`src/rtl/fp_enco_result.sv`:
```
// Normalizes, rounds (RNE) and packs a sign/exponent/mantissa triple into an IEEE-754 single.
// Latency 3 cycles, throughput 1/cycle; all stages advance together when the output is free or being taken.
// Backpressure: in_ready = !out_valid | out_ready, and every stage holds otherwise. FP_EXC_FLAGS_EN adds ovf/unf/inexact outputs.
module fp_enco_result #(
    parameter int EXP_IN_W  = 10,
    parameter int MANT_IN_W = 48
) (
    input  logic                 clk,
    input  logic                 rst_n,
    input  logic                 in_valid,
    output logic                 in_ready,
    input  logic                 in_sign,
    input  logic                 in_zero,
    input  logic [EXP_IN_W-1:0]  in_exp,
    input  logic [MANT_IN_W-1:0] in_mant,
    output logic                 out_valid,
    input  logic                 out_ready,
    output logic [31:0]          out_float
`ifdef FP_EXC_FLAGS_EN
    ,
    output logic                 out_ovf,
    output logic                 out_unf,
    output logic                 out_inexact
`endif
);

    localparam int EW = EXP_IN_W + 1;
    localparam logic [EW-1:0]        EXP_ONE = EW'(1);
    localparam logic signed [EW-1:0] EXP_MAX = EW'(255);
    localparam logic signed [EW-1:0] EXP_MIN = '0;
    // Sticky masks cover everything below the guard bit for the shifted / unshifted cases.
    localparam logic [MANT_IN_W-1:0] STK_SH_MASK = {MANT_IN_W{1'b1}} >> 25;
    localparam logic [MANT_IN_W-1:0] STK_NS_MASK = {MANT_IN_W{1'b1}} >> 26;

    typedef struct packed {
        logic          vld;
        logic          sign;
        logic          zero;
        logic [EW-1:0] exp;
        logic [22:0]   frac;
        logic          grd;
        logic          stk;
    } norm_t;

    typedef struct packed {
        logic          vld;
        logic          sign;
        logic          zero;
        logic [EW-1:0] exp;
        logic [22:0]   frac;
`ifdef FP_EXC_FLAGS_EN
        logic          inexact;
`endif
    } rnd_t;

    logic          adv;
    norm_t         norm_d, norm_q;
    rnd_t          rnd_d, rnd_q;
    logic          out_vld_q;
    logic [31:0]   float_d, float_q;
    logic [EW-1:0] exp_ext;
    logic          rnd_up;
    logic [23:0]   frac_sum;
`ifdef FP_EXC_FLAGS_EN
    logic          ovf_d, ovf_q;
    logic          unf_d, unf_q;
    logic          inx_d, inx_q;
`endif

    assign adv       = !out_vld_q || out_ready;
    assign in_ready  = adv;
    assign out_valid = out_vld_q;
    assign out_float = float_q;
`ifdef FP_EXC_FLAGS_EN
    assign out_ovf     = ovf_q;
    assign out_unf     = unf_q;
    assign out_inexact = inx_q;
`endif

    // Stage 1: bring the mantissa into [1,2); the hidden bit is implied and not carried further.
    always_comb begin
        exp_ext     = {in_exp[EXP_IN_W-1], in_exp};
        norm_d      = '0;
        norm_d.vld  = in_valid;
        norm_d.sign = in_sign;
        norm_d.zero = in_zero;
        if (in_mant[MANT_IN_W-1]) begin
            norm_d.exp  = exp_ext + EXP_ONE;
            norm_d.frac = in_mant[MANT_IN_W-2 -: 23];
            norm_d.grd  = in_mant[MANT_IN_W-25];
            norm_d.stk  = |(in_mant & STK_SH_MASK);
        end else begin
            norm_d.exp  = exp_ext;
            norm_d.frac = in_mant[MANT_IN_W-3 -: 23];
            norm_d.grd  = in_mant[MANT_IN_W-26];
            norm_d.stk  = |(in_mant & STK_NS_MASK);
        end
    end

    // Stage 2: round to nearest even; a carry out of the fraction means 1.0 at the next exponent.
    always_comb begin
        rnd_d      = '0;
        rnd_d.vld  = norm_q.vld;
        rnd_d.sign = norm_q.sign;
        rnd_d.zero = norm_q.zero;
        rnd_up     = norm_q.grd & (norm_q.stk | norm_q.frac[0]);
        frac_sum   = {1'b0, norm_q.frac} + {23'd0, rnd_up};
        rnd_d.frac = frac_sum[22:0];
        if (frac_sum[23]) begin
            rnd_d.exp = norm_q.exp + EXP_ONE;
        end else begin
            rnd_d.exp = norm_q.exp;
        end
`ifdef FP_EXC_FLAGS_EN
        rnd_d.inexact = norm_q.grd | norm_q.stk;
`endif
    end

    // Stage 3: range check on the post-round exponent; no subnormals, NaN never produced.
    always_comb begin
        float_d = '0;
`ifdef FP_EXC_FLAGS_EN
        ovf_d = 1'b0;
        unf_d = 1'b0;
        inx_d = rnd_q.vld & !rnd_q.zero & rnd_q.inexact;
`endif
        if (rnd_q.zero) begin
            float_d = {rnd_q.sign, 31'h0};
        end else if ($signed(rnd_q.exp) >= EXP_MAX) begin
            float_d = {rnd_q.sign, 8'hFF, 23'h0};
`ifdef FP_EXC_FLAGS_EN
            ovf_d = rnd_q.vld;
`endif
        end else if ($signed(rnd_q.exp) <= EXP_MIN) begin
            float_d = {rnd_q.sign, 31'h0};
`ifdef FP_EXC_FLAGS_EN
            unf_d = rnd_q.vld;
`endif
        end else begin
            float_d = {rnd_q.sign, rnd_q.exp[7:0], rnd_q.frac};
        end
    end

    always_ff @(posedge clk or negedge rst_n) begin
        if (!rst_n) begin
            norm_q    <= '0;
            rnd_q     <= '0;
            out_vld_q <= 1'b0;
            float_q   <= 32'h0;
`ifdef FP_EXC_FLAGS_EN
            ovf_q     <= 1'b0;
            unf_q     <= 1'b0;
            inx_q     <= 1'b0;
`endif
        end else if (adv) begin
            norm_q    <= norm_d;
            rnd_q     <= rnd_d;
            out_vld_q <= rnd_q.vld;
            float_q   <= float_d;
`ifdef FP_EXC_FLAGS_EN
            ovf_q     <= ovf_d;
            unf_q     <= unf_d;
            inx_q     <= inx_d;
`endif
        end
    end

endmodule

```
`config.mk`:
```
export PLATFORM = sky130hd
export DESIGN_NAME = fp_enco_result
export DESIGN_NICKNAME = d
export VERILOG_FILES = /design/src/rtl/fp_enco_result.sv
export SDC_FILE = /design/constraint.sdc
export NUM_CORES = 1
export LEC_CHECK = 0
export ABC_AREA = 0
export CAP_MARGIN = 0
export CORE_MARGIN = 2
export CORE_UTILIZATION = 52
export DETAILED_ROUTE_END_ITERATION = 7
export PLACE_DENSITY = 0.8
export SYNTH_ARGS = -nofsm -noshare
export SYNTH_HDL_FRONTEND = slang
export SYNTH_SLANG_ARGS = --single-unit
```
`constraint.sdc`:
```
create_clock -name clk -period 2.05 [get_ports clk]
set_input_delay 0.41 -clock clk [delete_from_list [all_inputs] [get_ports clk]]
set_output_delay 0.41 -clock clk [all_outputs]
set_load 0.005 [all_outputs]
```
==> results of run 1 <==
-- worst paths after layout --
kind	start	to	slack (ps)	depth (start not counted)
max	out_ready	in_ready	60	4
min	rnd_q[36]	rnd_q[36]	470	2
max reg2reg	norm_q[2]	rnd_q[27]	230	8
min reg2reg	rnd_q[36]	rnd_q[36]	470	2
max in group asynchronous	rst_n	norm_q[34]	920	3
min in group asynchronous	rst_n	rnd_q[35]	520	2
-- through the flow --
step / hold slack (ps) / util [%] / instance area [um2]
floorplan: 114.4 / - / 5147
global placement: 392.9 / 65.05 / 6300
global route: 500.9 / 67.53 / 6540
CTS: 471.7 / 67.25 / 6513
detailed placement: 400.1 / 65.05 / 6300
finish: 471.6 / 67.53 / 6540
-- metal layers --
layer | part of all wire [%] | wire length, um | vias to the layer above | global-route usage [%]
li1 | - | - | 2004 | -
met1 | 43 | 4555 | 1888 | 25.75
met2 | 51 | 5482 | 81 | 37.12
met3 | 4.4 | 469 | 22 | 5.108
met4 | 1.9 | 204 | 0 | 7.490
met5 | 0 | 0 | - | 0
-- what timing repair did --
item / CTS / global route
buffers inserted: 0 / 2
setup endpoints to repair: 1 / 12
pin swaps: 0 / 1
gates resized for setup: 1 / 2
endpoints found under the hold margin: 33 / 0
hold buffers: 1 / 0
-- sequential cells by signal, summed over array words and instances, names as in the netlist --
name / cells
out_valid: 1
rnd_q: 37
out_float: 32
norm_q: 39
-- final cells by class --
cell class	count	area [um2]
repair buffers	117	1129
inverters	3	11.26
multi-input cells	371	2303
clock buffers	9	123.9
clock inverters	7	78.83
flip-flops and latches	109	2728
well taps	133	166.4
fillers	778	3144
-- logic make-up (layout without fill, tap and decap cells) --
logic type | count (synthesis) | after routing | synth area share (%)
AND/OR/NAND/NOR | 191 | 191 | 18.96
multiplexers | 26 | 26 | 5.056
XOR/XNOR | 38 | 38 | 6.466
flip-flops | 109 | 109 | 52.99
buffers and inverters | 33 | 136 | 2.820
AO/OA/AOI/OAI | 112 | 112 | 12.74
adder cells (fa/ha/maj) | 4 | 4 | 0.9723
-- worst register-to-register path: cells and delay by family (launching register included) --
| family | cells | cell delay (ps) |
|---|---|---|
| buffers and inverters | 1 | 170 |
| AOI/OAI and AO/OA | 2 | 330 |
| and+or+nand+nor | 4 | 700 |
| DFF | 1 | 390 |
| adders and majority gates | 1 | 170 |
-- power by group through the flow --
stage / combinational, mW / sequential, mW / clock [mW]
after CTS: 1.72 / 3.32 / 1.36
final: 1.72 / 3.32 / 1.33
after global placement: 1.64 / 3.32 / 0
after detailed placement: 1.71 / 3.37 / 0
after global routing: 1.95 / 3.42 / 1.44
after floorplan: 0.989 / 3.23 / 0
-- layout by cell type, fill, tap and decap left out, types with 2 or more instances in the layout --
master	synthesis	layout
a21oi_1	3	3
a22o_1	23	23
a31oi_1	2	2
and3_1	3	3
and3_2	3	3
and4_1	3	3
and4_4	2	2
buf_4	1	19
clkbuf_8	0	9
clkdlybuf4s50_1	0	95
dfrtp_1	109	109
ha_1	4	3
inv_1	3	2
inv_6	0	4
mux2i_1	26	26
nand2_1	111	111
nand3_1	16	16
nand4_1	17	17
nand4_4	3	3
nor2_1	12	12
nor4_1	9	9
o21ai_0	73	73
o21ai_1	9	9
or3_1	2	2
or4_1	2	2
xnor2_1	10	10
xor2_1	28	28
==> impl_metrics.toml, run 1 <==
[placement]
preCtsSetupSlack_ps = -63.51
place_congestion = 0.8878
place_hpwl_mm = 8.021
placed_cells_incl_taps = 730
port_buffers = 97

[sta]
maxClockFrequency_mhz = 503.5
timing.clock.skew_ps = 13.57
timing.slew.headroom_pct = 68.18
shortest_clock_period_the_worst_path_allows_after_layout_ps = 1986
finalSetupViolCount = 0
worst_setup_slack_final_ps = 63.90
layout_worst_path_cycle_share_pct = 96.88
tightest_slew_ps = 477.3
finalHoldViolCount = 0
final_max_slew_viol_count = 0
tns_ps = 0
rsz0062_at_grt = "no"

[synthesis]
synthesis.nets = 581
count_of_flip_flops_with_a_built_in_enable_after_synthesis = 0
synth-async-reset-ratio_pct = 100.0
post_synth_most_frequent_cells = "nand2_1, dfrtp_1, o21ai_0, xor2_1, mux2i_1"
synth_area_leaders = "dfrtp_1, nand2_1, o21ai_0"
synth-warning-count = 0
yosysTopAreaCellShare_pct = 52.99
postSynth.topFlopCell = "dfrtp_1"
post_synth_instance_area_mm2 = 0.005147
synth_seq_area_share_pct = 52.99
synth.largest_area_cell = "dfrtp_1"
synthesis.area_per_instance_um2 = 10.03
synth.distinct_cells = 38
number_of_synthesized_register_bits = 109
postSynthCellCount = 513
post-synth-top-count-cell = "nand2_1"

[pwr]
powerDensity_mw_per_mm2 = 974.6
power_frac_clock_pct = 20.9
total_switching_power_mw = 2.133
p_leak_nw = 2.745
pwr-share-seq_pct = 52.1
power_mw = 6.374
power.share.combinational_pct = 26.9
swShare_pct = 33.46
worst_ir_drop_vdd_mv = 0.4073
internal-power_mw = 4.241

[setup_path]
cp-start-kind = "input pin"
critPathBufInv = 3
critical_path.slowest_cell = "clkdlybuf4s50_1"
timing.setup.critical_path_class = "input pin to output pin"
kind_of_end_point_of_the_critical_path = "output pin"
crit_path_cell_trace = "clkdlybuf4s50_1 > nor2b_4 > inv_2 > clkdlybuf4s50_1"
crit_path_max_fanout = 3
path_common_cell = "clkdlybuf4s50_1"
crit_required_ps = 1640
cp.arrival_ps = 1580
cpPeakStageDelay_ps = 510
cp_top_family = "buffers and inverters"

[job]
maxCapViolations = 0

[grt]
grt_overflow = 0
vias_in_the_first_global_route = 3874
grt_util_all_layers_pct = 21.27
grt_antenna_before_repair = 0
grt_max_degree = 59
wire_length_of_the_first_global_routing_pass_mm = 17.64

[status]
run_status = "completed"

[die]
num_rows = 36
die-width_um = 103.5
io_pins = 98
initial_standard_cell_utilization_of_the_core_pct = 53.15
die_area_mm2 = 0.01071
design.core.area_mm2 = 0.009684
dieHeight_um = 103.5

[routing]
wl_mm = 10.71
detail_route.wl_per_cell_um = 14.30
first_iter_violations = 133
vias = 3995
antenna_left = 0
length_of_the_first_detailed_routing_pass_in_iterations = 4
post_drt_via_cell_ratio = 5.334
remaining_drc_errors = 0

[clocking]
clock_tree.root_cell = "clkbuf_8"
cts.sink_count = 109
htreeDepth = 3
tritoncts = "built"
worst_setup_hold_path_clk_slew_ps = 100
cts_inserted_buffers = 9
insertion_delay_ps = 380
cts-root-to-sink-buffers = 2

[final_layout]
finish.net_count = 679
area_growth_pct = 27.05
fraction_of_final_layout_cells_sized_beyond_drive_strength_1_pct = 8.766
layout.cells.non_filler = 749
diodes = 0

[hold_path]
hold_path.class = "register to register"
Note: power is estimated with default switching activity, not from simulation.
==> run 2, diff against run 1 <==
CAP_MARGIN = 20   (was 0)
==> results of run 2 <==
Final layout, timing and power as in run 1 (identical DEF).
